--- src/rtl/snitch_icache_miss_handler.sv ---
// rtl/snitch_icache_miss_handler.sv - icache miss handler: hit return, pending refill tracking, RAM fill and response
// Optional secondary-miss merging into a pending entry: define SNITCH_ICACHE_MISS_MERGE_EN.
module snitch_icache_miss_handler #(
   parameter int unsigned FetchAw      = 32,
   parameter int unsigned LineWidth    = 128,
   parameter int unsigned LineAlign    = 4,
   parameter int unsigned CountAlign   = 5,
   parameter int unsigned SetCount     = 2,
   parameter int unsigned IdWidth      = 4,
   parameter int unsigned PendingCount = 2,
   parameter int unsigned SetAlign     = (SetCount > 1) ? $clog2(SetCount) : 1,
   parameter int unsigned PendAlign    = (PendingCount > 1) ? $clog2(PendingCount) : 1,
   parameter int unsigned TagWidth     = FetchAw - LineAlign - CountAlign
) (
   input  logic                  clk_i,
   input  logic                  rst_ni,
   input  logic [FetchAw-1:0]    in_addr_i,
   input  logic [IdWidth-1:0]    in_id_i,
   input  logic                  in_hit_i,
   input  logic [LineWidth-1:0]  in_data_i,
   input  logic                  in_error_i,
   input  logic                  in_valid_i,
   output logic                  in_ready_o,
   output logic [LineWidth-1:0]  rsp_data_o,
   output logic                  rsp_error_o,
   output logic [IdWidth-1:0]    rsp_id_o,
   output logic                  rsp_valid_o,
   input  logic                  rsp_ready_i,
   output logic [FetchAw-1:0]    refill_addr_o,
   output logic [PendAlign-1:0]  refill_id_o,
   output logic                  refill_valid_o,
   input  logic                  refill_ready_i,
   input  logic [LineWidth-1:0]  refill_data_i,
   input  logic                  refill_error_i,
   input  logic [PendAlign-1:0]  refill_id_i,
   input  logic                  refill_valid_i,
   output logic                  refill_ready_o,
   output logic [CountAlign-1:0] write_addr_o,
   output logic [SetAlign-1:0]   write_set_o,
   output logic [TagWidth-1:0]   write_tag_o,
   output logic [LineWidth-1:0]  write_data_o,
   output logic                  write_error_o,
   output logic                  write_valid_o,
   input  logic                  write_ready_i
);
   localparam int unsigned LineAw = FetchAw - LineAlign;

   typedef enum logic [1:0] {FillIdle, FillWrite, FillResp} fill_state_e;

   logic [PendingCount-1:0] ent_valid_q, ent_pend_q;
   logic [LineAw-1:0]       ent_line_q [PendingCount];
   logic [IdWidth-1:0]      ent_mask_q [PendingCount];

   fill_state_e             state_q;
   logic [LineWidth-1:0]    fill_data_q;
   logic                    fill_error_q;
   logic [PendAlign-1:0]    fill_id_q;
   logic [SetAlign-1:0]     victim_q;

   logic                    rsp_valid_q, rsp_error_q;
   logic [LineWidth-1:0]    rsp_data_q;
   logic [IdWidth-1:0]      rsp_id_q;

   logic                    refill_lock_q;
   logic [PendAlign-1:0]    refill_idx_q;

   logic [LineAw-1:0]       in_line;
   logic                    match_any, free_any, pend_any;
   logic [PendAlign-1:0]    match_idx, free_idx, pend_idx, refill_sel;
   logic                    rsp_free, resp_fire, hit_ok, miss_ok, hit_fire, miss_fire;
   logic                    unused_addr;

   assign in_line     = in_addr_i[FetchAw-1:LineAlign];
   assign unused_addr = ^in_addr_i[LineAlign-1:0];

   // Descending scan so the lowest matching / free / pending index wins.
   always_comb begin
      match_any = 1'b0;
      match_idx = '0;
      free_any  = 1'b0;
      free_idx  = '0;
      pend_any  = 1'b0;
      pend_idx  = '0;
      for (int i = int'(PendingCount) - 1; i >= 0; i--) begin
         if (ent_valid_q[i] && (ent_line_q[i] == in_line)) begin
            match_any = 1'b1;
            match_idx = PendAlign'(i);
         end
         if (!ent_valid_q[i]) begin
            free_any = 1'b1;
            free_idx = PendAlign'(i);
         end
         if (ent_pend_q[i]) begin
            pend_any = 1'b1;
            pend_idx = PendAlign'(i);
         end
      end
   end

   assign rsp_free  = !rsp_valid_q || rsp_ready_i;
   assign resp_fire = (state_q == FillResp) && rsp_free;
   assign hit_ok    = rsp_free && (state_q != FillResp);

`ifdef SNITCH_ICACHE_MISS_MERGE_EN
   assign miss_ok = match_any ? !((state_q == FillResp) && (fill_id_q == match_idx)) : free_any;
`else
   assign miss_ok = !match_any && free_any;
`endif

   assign in_ready_o = rst_ni && (in_hit_i ? hit_ok : miss_ok);
   assign hit_fire   = in_valid_i && in_ready_o && in_hit_i;
   assign miss_fire  = in_valid_i && in_ready_o && !in_hit_i;

   // A presented request keeps its index until accepted, even if a lower entry becomes pending.
   assign refill_sel     = refill_lock_q ? refill_idx_q : pend_idx;
   assign refill_valid_o = pend_any;
   assign refill_id_o    = refill_sel;
   assign refill_addr_o  = {ent_line_q[refill_sel], {LineAlign{1'b0}}};
   assign refill_ready_o = rst_ni && (state_q == FillIdle);

   assign write_valid_o = (state_q == FillWrite);
   assign write_addr_o  = ent_line_q[fill_id_q][CountAlign-1:0];
   assign write_tag_o   = ent_line_q[fill_id_q][LineAw-1:CountAlign];
   assign write_set_o   = victim_q;
   assign write_data_o  = fill_data_q;
   assign write_error_o = fill_error_q;

   assign rsp_valid_o = rsp_valid_q;
   assign rsp_data_o  = rsp_data_q;
   assign rsp_error_o = rsp_error_q;
   assign rsp_id_o    = rsp_id_q;

   always_ff @(posedge clk_i) begin
      if (!rst_ni) begin
         ent_valid_q   <= '0;
         ent_pend_q    <= '0;
         for (int i = 0; i < int'(PendingCount); i++) begin
            ent_line_q[i] <= '0;
            ent_mask_q[i] <= '0;
         end
         state_q       <= FillIdle;
         fill_data_q   <= '0;
         fill_error_q  <= 1'b0;
         fill_id_q     <= '0;
         victim_q      <= '0;
         rsp_valid_q   <= 1'b0;
         rsp_error_q   <= 1'b0;
         rsp_data_q    <= '0;
         rsp_id_q      <= '0;
         refill_lock_q <= 1'b0;
         refill_idx_q  <= '0;
      end else begin
         refill_lock_q <= refill_valid_o && !refill_ready_i;
         refill_idx_q  <= refill_sel;
         if (refill_valid_o && refill_ready_i) begin
            ent_pend_q[refill_sel] <= 1'b0;
         end

         case (state_q)
            FillIdle: begin
               if (refill_valid_i) begin
                  fill_data_q  <= refill_data_i;
                  fill_error_q <= refill_error_i;
                  fill_id_q    <= refill_id_i;
                  state_q      <= FillWrite;
               end
            end
            FillWrite: begin
               if (write_ready_i) begin
                  victim_q <= (victim_q == SetAlign'(SetCount - 1)) ? '0 : victim_q + 1'b1;
                  state_q  <= FillResp;
               end
            end
            FillResp: begin
               if (rsp_free) begin
                  state_q <= FillIdle;
               end
            end
            default: state_q <= FillIdle;
         endcase

         // The fill response owns the response register over the hit path.
         if (resp_fire) begin
            rsp_valid_q            <= 1'b1;
            rsp_data_q             <= fill_data_q;
            rsp_error_q            <= fill_error_q;
            rsp_id_q               <= ent_mask_q[fill_id_q];
            ent_valid_q[fill_id_q] <= 1'b0;
         end else if (hit_fire) begin
            rsp_valid_q <= 1'b1;
            rsp_data_q  <= in_data_i;
            rsp_error_q <= in_error_i;
            rsp_id_q    <= in_id_i;
         end else if (rsp_ready_i) begin
            rsp_valid_q <= 1'b0;
         end

         // Allocation only targets entries invalid this cycle, so it never collides with a free.
         if (miss_fire) begin
`ifdef SNITCH_ICACHE_MISS_MERGE_EN
            if (match_any) begin
               ent_mask_q[match_idx] <= ent_mask_q[match_idx] | in_id_i;
            end else begin
               ent_valid_q[free_idx] <= 1'b1;
               ent_pend_q[free_idx]  <= 1'b1;
               ent_line_q[free_idx]  <= in_line;
               ent_mask_q[free_idx]  <= in_id_i;
            end
`else
            ent_valid_q[free_idx] <= 1'b1;
            ent_pend_q[free_idx]  <= 1'b1;
            ent_line_q[free_idx]  <= in_line;
            ent_mask_q[free_idx]  <= in_id_i;
`endif
         end
      end
   end

   assert property (@(posedge clk_i) disable iff (!rst_ni)
      (refill_valid_i && refill_ready_o) |-> ent_valid_q[refill_id_i]);

endmodule

--- config.mk ---
export PLATFORM = sky130hd
export DESIGN_NAME = snitch_icache_miss_handler
export DESIGN_NICKNAME = d
export VERILOG_FILES = /design/src/rtl/snitch_icache_miss_handler.sv
export SDC_FILE = /design/constraint.sdc
export NUM_CORES = 1
export LEC_CHECK = 0
export BUFFER_PORTS_ARGS = -buffer_cell sky130_fd_sc_hd__buf_2
export CORE_AREA = 5 5 245 247
export CTS_BUF_LIST = sky130_fd_sc_hd__clkbuf_8
export CTS_CLUSTER_DIAMETER = 80
export DETAILED_ROUTE_END_ITERATION = 10
export DIE_AREA = 0 0 250 252
export HOLD_SLACK_MARGIN = 0.03
export SKIP_CTS_REPAIR_TIMING = 1
export SLEW_MARGIN = 10
export SYNTH_ARGS = -nofsm -noshare
export SYNTH_HDL_FRONTEND = slang
export SYNTH_SLANG_ARGS = --single-unit
--- constraint.sdc ---
create_clock -name clk_i -period 4.9 [get_ports clk_i]
set_input_delay 1.225 -clock clk_i [delete_from_list [all_inputs] [get_ports clk_i]]
set_output_delay 1.225 -clock clk_i [all_outputs]
set_load 0.05 [all_outputs]
==> results of run 1 <==
layout make-up:
cell class,instances,area share
well taps,765,0.0476
clock inverters,25,0.00765
flip-flops and latches,338,0.368
repair buffers,644,0.166
inverters,1,0.000187
diodes,6,0.000747
clock buffers,77,0.0527
multi-input cells,1046,0.356
registers in the layout (all words and copies together), names as in the netlist, 2 cells and up, named ones only:
name          flops
ent_line_q       56
ent_mask_q        8
ent_pend_q        2
ent_valid_q       2
rsp_data_o      128
rsp_id_o          4
state_q           2
write_data_o    128
power breakdown:
| group | internal [W] | total (W) | switching [W] |
|---|---|---|---|
| Combinational | 0.000451 | 0.00153 | 0.00108 |
| Sequential | 0.00300 | 0.00312 | 0.000116 |
| Clock | 0.00149 | 0.00266 | 0.00117 |
layout by cell type (no fill, tap or decap), drive strengths merged:
cell,netlist,final
or2,1,1
nand2b,6,6
a31oi,1,1
nand3,2,2
clkbuf,82,78
conb,1,4
nand4,13,13
a22o,1,1
bufinv,0,2
edfxtp,64,64
a21boi,136,136
a2111oi,1,1
mux2,56,56
buf,39,643
and2,69,69
and3b,1,1
dfxtp,274,274
nor4,4,4
a221oi,1,1
xnor2,54,54
nand3b,1,1
nand2,406,406
o21a,5,5
and3,4,4
mux2i,137,137
diode,0,6
inv,1,18
nor2b,4,4
nor2,7,7
o211a,129,129
xor2,3,3
clkinv,0,6
cells by family (layout without fill, tap and decap cells):
| logic type | count (synthesis) | count (layout) |
|---|---|---|
| AND/OR/NAND/NOR | 518 | 518 |
| flip-flops | 338 | 338 |
| AO/OA/AOI/OAI | 274 | 274 |
| multiplexers | 193 | 193 |
| buffers and inverters | 122 | 747 |
| XOR/XNOR | 57 | 57 |
| other | 1 | 10 |
worst max path at each step:
stage                              from          to  slack, ps  depth (start not counted)
after floorplan           in_addr_i[22]  in_ready_o       1320                          5
final                     in_addr_i[24]  in_ready_o        660                          7
after CTS                 in_addr_i[24]  in_ready_o        610                          7
after detailed placement  in_addr_i[24]  in_ready_o        660                          7
after global placement    in_addr_i[24]  in_ready_o        730                          7
after global routing      in_addr_i[24]  in_ready_o        570                          7
metrics by stage:
stage / power [W] / utilization / cells
6_report: 0.00731 / 0.351 / 2902
4_1_cts: 0.00743 / 0.350 / 2896
5_1_grt: 0.00764 / 0.350 / 2899
2_1_floorplan: 0.00423 / - / 1506
3_5_place_dp: 0.00472 / 0.329 / 2794
3_3_place_gp: 0.00470 / 0.329 / 2794
worst max-delay path: stages:
cell	delay, ps
buf_2	130
xnor2_1	250
nand4_1	180
nor4_2	580
a221oi_1	190
a22o_1	240
buf_2	220
layer usage:
layer  global-route usage  part of all wire  vias to the layer above
met4               0.0524             0.028                        6
met1                0.182              0.40                     6240
li1                     -                 -                     6340
met2                0.268              0.49                      471
met3               0.0529             0.080                      100
met5                    0           0.00074                        -
==> run metrics, run 1 <==
Seq/Total Area, Yosys=0.490; status=complete, no violations; Post-DP HPWL=38200 um; post-synthesis adder-cell area fraction=0; CTS tree=done; RSZ-0062 raised after global routing=no; Cells after Synth=1503; Reg2Reg Setup Slack=2120 ps; Slew headroom=0.329; initial antenna violation count=10; Layout area overhead=33.1%; router iterations before antenna repair=5; crit end category=output pin; Setup WS post-layout=664 ps; Worst R2R Start=ent_line_q[0][20]; WL per Instance=18.2 um; Most used DFF post-synth=dfxtp_1; largest cells by area after synthesis=dfxtp_1, edfxtp_1, nand2_1; total wire length=52900 um; Setup Skew=24.9 ps; Max Cap Violations=0; via count=13200; Worst Max-Slew Pin Slew=1010 ps; H-tree depth=2; Tcrit/Tclk final=0.864; Synth Area in Simple Gates=0.147; post-synthesis mux area share=0.132; core area=57400 um2; CTS max path bufs=3; drt initial violations=583; PD cells=364 nW/um2; reg2reg end=ent_line_q[1][23]; EDFF count, synth=64; post-synth top area cell=dfxtp_1; Hold Path End=write_data_o[30]; Overall Global Routing Usage=0.155; Netlist cell types=34; Worst-path clk slew=60 ps; setup TNS=0 ps; Worst Path Max Fanout=4; final setup fails=0; layout cell share with drive strength beyond 1=0.373; # rows=88; Worst Setup Path Type=input port to output pin; Tmin final=4240 ps; most frequent cell after synthesis=nand2_1; Final Instance Area=20100 um2; DRC=0; hold path depth=2; ANT nets after route=0; vias in the first global route=13400; DP Area=18900 um2; Post-synth top cells=nand2_1, dfxtp_1, mux2i_1; first-pass GRT wire length=78600 um; Worst EP arrival=3010 ps; Fillers=6020; mapped cell area=15100 um2; Hold WS=474 ps; ys async rst share=0; main combinational cell family by area after synthesis=compound AO/OA/AOI/OAI gates; Sink Count=338; Yosys Warn Count=0; Port Buffers=623; Clk Latency, worst-skew pair=620 ps; pin count of the biggest net entering global routing=101; XOR/XNOR share of the synthesized area=0.0330; Max rail drop VDD=0.211 mV; die width=250 um; Placer Congestion=0.848; Fin. Hold Viols=0; Max Freq=236 MHz; top-area cell type share of the netlist area=0.363; Starting Density=0.263; GRT overflow=0; hold_sp=write_data_o[30]; Num CTS Buffers=60; Multi-input gate area=7170 um2; fin nets=2394; Compound-Gate Fraction of Synth Area=0.159; P_leak=11.3 nW; IO Count=632; startpoint types=input port; FF+latch count, synth=338; R2R depth=6; Vias/cell=4.53; Hold Path Class=register to register; Avg Cell Area, Syn=10.1 um2; clk root buf=clkbuf_8; Final Max Slew Viols=0; die height=252 um; Critical Path RT=3670 ps; dpl ws=664 ps; die area=63000 um2; FF+latch area=7410 um2
No activity file was read; power rests on OpenSTA's default activity.
==> run 2: changes to the inputs <==
- CTS_BUF_LIST: sky130_fd_sc_hd__clkbuf_8 -> unset
==> run 2 against run 1 <==
- combinational power barely moved
- fmax rose by 1.0%
- final area rose by 0.35%
- non-clock buffer count did not move
- critical endpoint unchanged
- register-to-register slack improved by 50 ps
- critical path depth did not move
- largest cell class unchanged
- highest routed layer unchanged
- clock power rose by 9.0%
==> run metrics, run 2 (synthesized netlist as in run 1, its figures left out) <==
status=complete, no violations; first-pass GRT wire length=78300 um (-0.49%); Pint=0.00518 W (+4.8%); Placer Congestion=0.848 (unchanged); startpoint types=input port; Setup Skew=11.4 ps (-13.5 ps); FF+latch area=7410 um2 (unchanged); Layout area overhead=33.5%; Sw Share=0.313 (-0.0103); crit end category=output pin; PD cells=374 nW/um2 (+2.8%); Num CTS Buffers=40 (-33%); Fillers=5979 (-0.68%); Worst Path Max Fanout=4 (unchanged); Slowest-stage cell, CP=nor4_2; Sink Count=338 (unchanged); most frequent cells in the layout=buf_2, nand2_1, dfxtp_1; Hold Path Class=register to register; DRC=0 (unchanged); Tcrit/Tclk final=0.856 (-0.00892); ANT nets after route=0 (unchanged); die area=63000 um2 (unchanged); final setup fails=0 (unchanged); via count=13000 (-0.98%); Worst EP arrival=2970 ps (-40 ps); Port Buffers=623 (unchanged); Fin. Hold Viols=0 (unchanged); P_leak=11.2 nW (-0.59%); fin nets=2374 (-0.84%); Worst-path clk slew=60 ps (about the same); total wire length=52600 um (-0.68%); Max Cap Violations=0 (unchanged); NetSw=0.00236 W (about the same); H-tree depth=2 (unchanged); GRT overflow=0 (unchanged); Worst path most repeated cell=buf_2; Critical Path RT=3670 ps (about the same); Vias/cell=4.54 (about the same); setup TNS=0 ps (unchanged); Clk Latency, worst-skew pair=540 ps (-80 ps); Max rail drop VDD=0.274 mV (+30%); Setup WS post-layout=708 ps (+43.7 ps); CP delay by family, top=simple AND/OR/NAND/NOR gates; Multi-input gate area=7170 um2 (unchanged); Logic pwr share=0.203 (-0.006); Post-DP HPWL=38200 um (unchanged); router iterations before antenna repair=4 (-1); # rows=88 (unchanged); IO Count=632 (unchanged); Slew headroom=0.351 (+0.0222); core area=57400 um2 (unchanged); pin count of the biggest net entering global routing=101 (unchanged); WL per Instance=18.3 um (+0.40%); Final Max Slew Viols=0 (unchanged); Max Freq=239 MHz (+1.0%); CTS max path bufs=3 (unchanged); Worst Setup Path Type=input port to output pin; drt initial violations=600 (+2.9%); layout cell share with drive strength beyond 1=0.366 (-0.00671); clock power share=0.384 (+0.020); Max stage delay on crit path=570 ps (about the same); Overall Global Routing Usage=0.155 (-0.000497); commonest non-fill, non-tap cell in the layout=buf_2; initial antenna violation count=11 (+1); Final Instance Area=20200 um2 (+0.35%); Starting Density=0.263 (unchanged); final core utilization=0.352 (+0.00122); dpl ws=664 ps (unchanged); clk root buf=clkbuf_16; die height=252 um (unchanged); DP Area=18900 um2 (unchanged); crit path buf inv count=2 (unchanged); RSZ-0062 raised after global routing=no; die width=250 um (unchanged); CTS tree=done; Worst Max-Slew Pin Slew=973 ps (-33.2 ps); vias in the first global route=13200 (-1.5%); Tmin final=4190 ps (-43.7 ps); sequential fraction of design power=0.413 (-0.013); worst path cell trace=buf_2 > xnor2_1 > nand4_1 > nor4_2 > a221oi_1 > a22o_1 > buf_2; Final Power=0.00755 W (+3.2%)
## run 2: changes by cell type in the layout (fill, tap and decap cells not counted)
cell / previous run / this run
bufinv_16: 2 / 1
clkbuf_1: 0 / 11
clkbuf_16: 0 / 42
clkbuf_8: 78 / 8
clkinv_2: 6 / 4
clkinvlp_4: 0 / 1
diode_2: 6 / 7
inv_1: 18 / 1
inv_6: 0 / 4
## run 2: worst min-delay path, stage by stage (launching register included)
cell      delay (ps)
dfxtp_1          310
nand2_1           50
a21boi_0          60
## run 2: layout make-up
| class | instances | share of cell area |
|---|---|---|
| Antenna cell | 7 | 0.000868 |
| Clock buffer | 60 | 0.0589 |
| Clock inverter | 10 | 0.00459 |
| Inverter | 1 | 0.000186 |
| Multi-Input combinational cell | 1046 | 0.355 |
| Sequential cell | 338 | 0.367 |
| Tap cell | 765 | 0.0474 |
| Timing Repair Buffer | 644 | 0.166 |
## run 2: per-layer routing
metal / vias to the layer above / track usage / wire [um]
met5: - / 0 / 44
met4: 6 / 0.0474 / 1470
met3: 89 / 0.0532 / 4290
met2: 434 / 0.268 / 25900
met1: 6190 / 0.182 / 20900
li1: 6309 / - / -
## run 2: stage by stage
stage / cells / hold slack, ps
4_1_cts: 2864 / 480
3_3_place_gp: 2794 / 467
6_report: 2871 / 473
5_1_grt: 2868 / 499
3_5_place_dp: 2794 / 471
2_1_floorplan: 1506 / 470
## run 2: path summary, 6_finish.rpt
| path | from | end | slack, ps | cells past startpoint |
|---|---|---|---|---|
| setup / recovery | in_addr_i[24] | in_ready_o | 710 | 7 |
| hold / removal | write_data_o[30] | write_data_o[30] | 470 | 2 |
| setup reg to reg | ent_line_q[0][20] | ent_mask_q[1][1] | 2170 | 6 |
| hold reg to reg | write_data_o[30] | write_data_o[30] | 470 | 2 |
## run 2: power by group through the flow
stage	Clock (W)	Combinational [W]	Sequential, W
final	0.00290	0.00153	0.00312
after global routing	0.00312	0.00163	0.00314
after CTS	0.00301	0.00155	0.00312
after detailed placement	0	0.00154	0.00318
after global placement	0	0.00153	0.00317
after floorplan	0	0.000614	0.00362
==> run 3: changes to the inputs <==
- ABC_AREA: unset -> 1
- CORE_AREA: 5 5 245 247 -> 5 5 246 248
- DIE_AREA: 0 0 250 252 -> 0 0 251 253
- HOLD_SLACK_MARGIN: 0.03 -> 0.06
==> run 3 against run 2 <==
- clock-buffer cell count grew 3
- area after synthesis is 7.2% higher
- non-clock buffer count up 7
- sequential power is 2% higher
- final area grew 4.7%
- synthesized cell count grew 58%
- worst hold slack worse by 13 ps
- first-iteration DRC count up 82%
- fmax grew 8.5%
==> run metrics, run 3 <==
FF+latch count, synth=338 (unchanged); Num CTS Buffers=42 (+5.0%); Final Max Slew Viols=0 (unchanged); commonest non-fill, non-tap cell in the layout=buf_2; clk root buf=clkbuf_16; Sink Count=338 (unchanged); Overall Global Routing Usage=0.170 (+0.0153); Max rail drop VDD=0.264 mV (-3.6%); IO Count=632 (unchanged); Tmin final=3860 ps (-328 ps); CTS max path bufs=3 (unchanged); Tcrit/Tclk final=0.789 (-0.0670); layout cell share with drive strength beyond 1=0.252 (-0.114); dpl cells=3626 (+30%); Max Freq=259 MHz (+8.5%); RSZ-0062 raised after global routing=no; Netlist cell types=26 (-24%); Vias/cell=4.43 (-2.4%); EDFF count, synth=64 (unchanged); Starting Density=0.278 (+0.0147); Seq/Total Area, Yosys=0.457 (-0.0329); crit path buf inv count=3 (+1); die height=253 um (+0.40%); DRC=0 (unchanged); Worst EP arrival=2640 ps (-330 ps); PD cells=384 nW/um2 (+2.6%); final setup fails=0 (unchanged); Slowest-stage cell, CP=clkbuf_8; initial antenna violation count=5 (-6); crit end category=output pin; DP Area=19800 um2 (+4.6%); Max Cap Violations=0 (unchanged); pin count of the biggest net entering global routing=177 (+75%); die width=251 um (+0.40%); CP delay by family, top=buffers and inverters; Max stage delay on crit path=310 ps (-260 ps); post-synth top area cell=dfxtp_1; router iterations before antenna repair=6 (+2); drt initial violations=1090 (+82%); Yosys Warn Count=0 (unchanged); CTS tree=done; Post-DP HPWL=42300 um (+11%); Setup Skew=30.7 ps (+19.3 ps); Critical Path RT=3670 ps (about the same); mapped cell area=16200 um2 (+7.2%); total wire length=58500 um (+11%); most frequent cell after synthesis=nand2_1; WL per Instance=15.8 um (-14%); FF+latch area=7410 um2 (about the same); Worst Max-Slew Pin Slew=1090 ps (+114 ps); startpoint types=input port; die area=63500 um2 (+0.80%); Fin. Hold Viols=0 (unchanged); GRT overflow=0 (unchanged); most frequent cells in the layout=buf_2, nand2_1, nor2_1; first-pass GRT wire length=86700 um (+11%); status=complete, no violations; ANT nets after route=0 (unchanged); ys async rst share=0 (unchanged); Final Instance Area=21100 um2 (+4.7%); Finished Layout Cells=3707 (+29%); largest cells by area after synthesis=dfxtp_1, nand2_1, edfxtp_1; Port Buffers=623 (unchanged); setup TNS=0 ps (unchanged); Cells after Synth=2368 (+58%); core area=58200 um2 (+1.5%); Avg Cell Area, Syn=6.84 um2 (-32%); P_leak=10.9 nW (-3.0%); via count=16400 (+26%); Worst Path Max Fanout=58 (+54); worst path cell trace=clkbuf_8 > inv_1 > a21oi_1 > a21boi_0 > buf_2; Multi-input gate area=6970 um2 (-2.7%); Worst-path clk slew=50 ps (about the same); Placer Congestion=0.845 (-0.35%); Slew headroom=0.275 (-0.0763); # rows=89 (+1.1%); Worst Setup Path Type=input port to output pin; top-area cell type share of the netlist area=0.339 (-0.0244); H-tree depth=2 (unchanged); Post-synth top cells=nand2_1, nor2_1, dfxtp_1; vias in the first global route=14800 (+12%); Most used DFF post-synth=dfxtp_1; Clk Latency, worst-skew pair=570 ps (+30 ps); Layout area overhead=30.5%; Fillers=6324 (+5.8%); fin nets=3200 (+35%); Hold Path Class=register to register
==> run 3: cell count changes in the layout (fill, tap and decap cells not counted), moves of 129 or more <==
cell      delta
o211a_1    -129
a21boi_0   -133
nand2_1    +171
nand3_1    +134
inv_1      +248
a21oi_1    +185
mux2i_1    -137
nor2_1     +398
o21ai_0    +234
==> run 3: kinds of logic after synthesis <==
logic type | after synthesis | synth area share
AOI/OAI and AO/OA | 426 | 0.133
xor gates and xnor gates | 38 | 0.0205
DFF | 338 | 0.457
other | 1 | 0.000231
buffers and inverters | 435 | 0.114
and+or+nand+nor | 1130 | 0.275
==> run 3: layout make-up <==
cell class | instances | share of cell area
clock inverter | 12 | 0.00675
tap | 773 | 0.0458
clock buffer | 63 | 0.0582
inverter | 266 | 0.0476
sequential | 338 | 0.350
timing repair buffer | 651 | 0.161
antenna | 6 | 0.000710
multi-input combinational | 1598 | 0.330
==> run 3: path summary, 6_finish.rpt <==
path / startpoint / endpoint / slack (ps) / cells after the start
worst min register to register: write_data_o[17] / write_data_o[17] / 460 / 2
worst min-delay path: write_data_o[17] / write_data_o[17] / 460 / 2
worst max-delay path: rst_ni / in_ready_o / 1040 / 5
worst max register to register: ent_line_q[1][12] / rsp_data_o[50] / 2250 / 13
==> run 3: report_power, final <==
| part | leakage [nW] | total (W) | internal [W] | switching, W |
|---|---|---|---|---|
| Sequential | 2.92 | 0.00318 | 0.00304 | 0.000136 |
| Clock | 0.677 | 0.00306 | 0.00181 | 0.00125 |
| Combinational | 7.29 | 0.00188 | 0.000469 | 0.00141 |
| Total | 10.9 | 0.00812 | 0.00532 | 0.00280 |
==> run 3: worst min-delay path, stage by stage, from the launching register on <==
cell and delay, ps:
dfxtp_1 300, inv_1 60, a21oi_1 50
==> run 3: through the flow <==
step           utilization  worst slack [ps]  hold WS, ps  power, W
2_1_floorplan            -               786          464   0.00457
3_3_place_gp         0.339               998          451   0.00512
3_5_place_dp         0.339              1030          453   0.00513
4_1_cts              0.363              1020          463   0.00823
5_1_grt              0.363               920          482   0.00850
6_report             0.363              1040          460   0.00812
==> run 3: layer usage <==
layer / track usage / share of wire / up-vias
met5: 0 / 0 / -
met4: 0.0588 / 0.034 / 0
met3: 0.0403 / 0.064 / 98
met2: 0.278 / 0.47 / 497
met1: 0.222 / 0.43 / 7365
li1: - / - / 8463
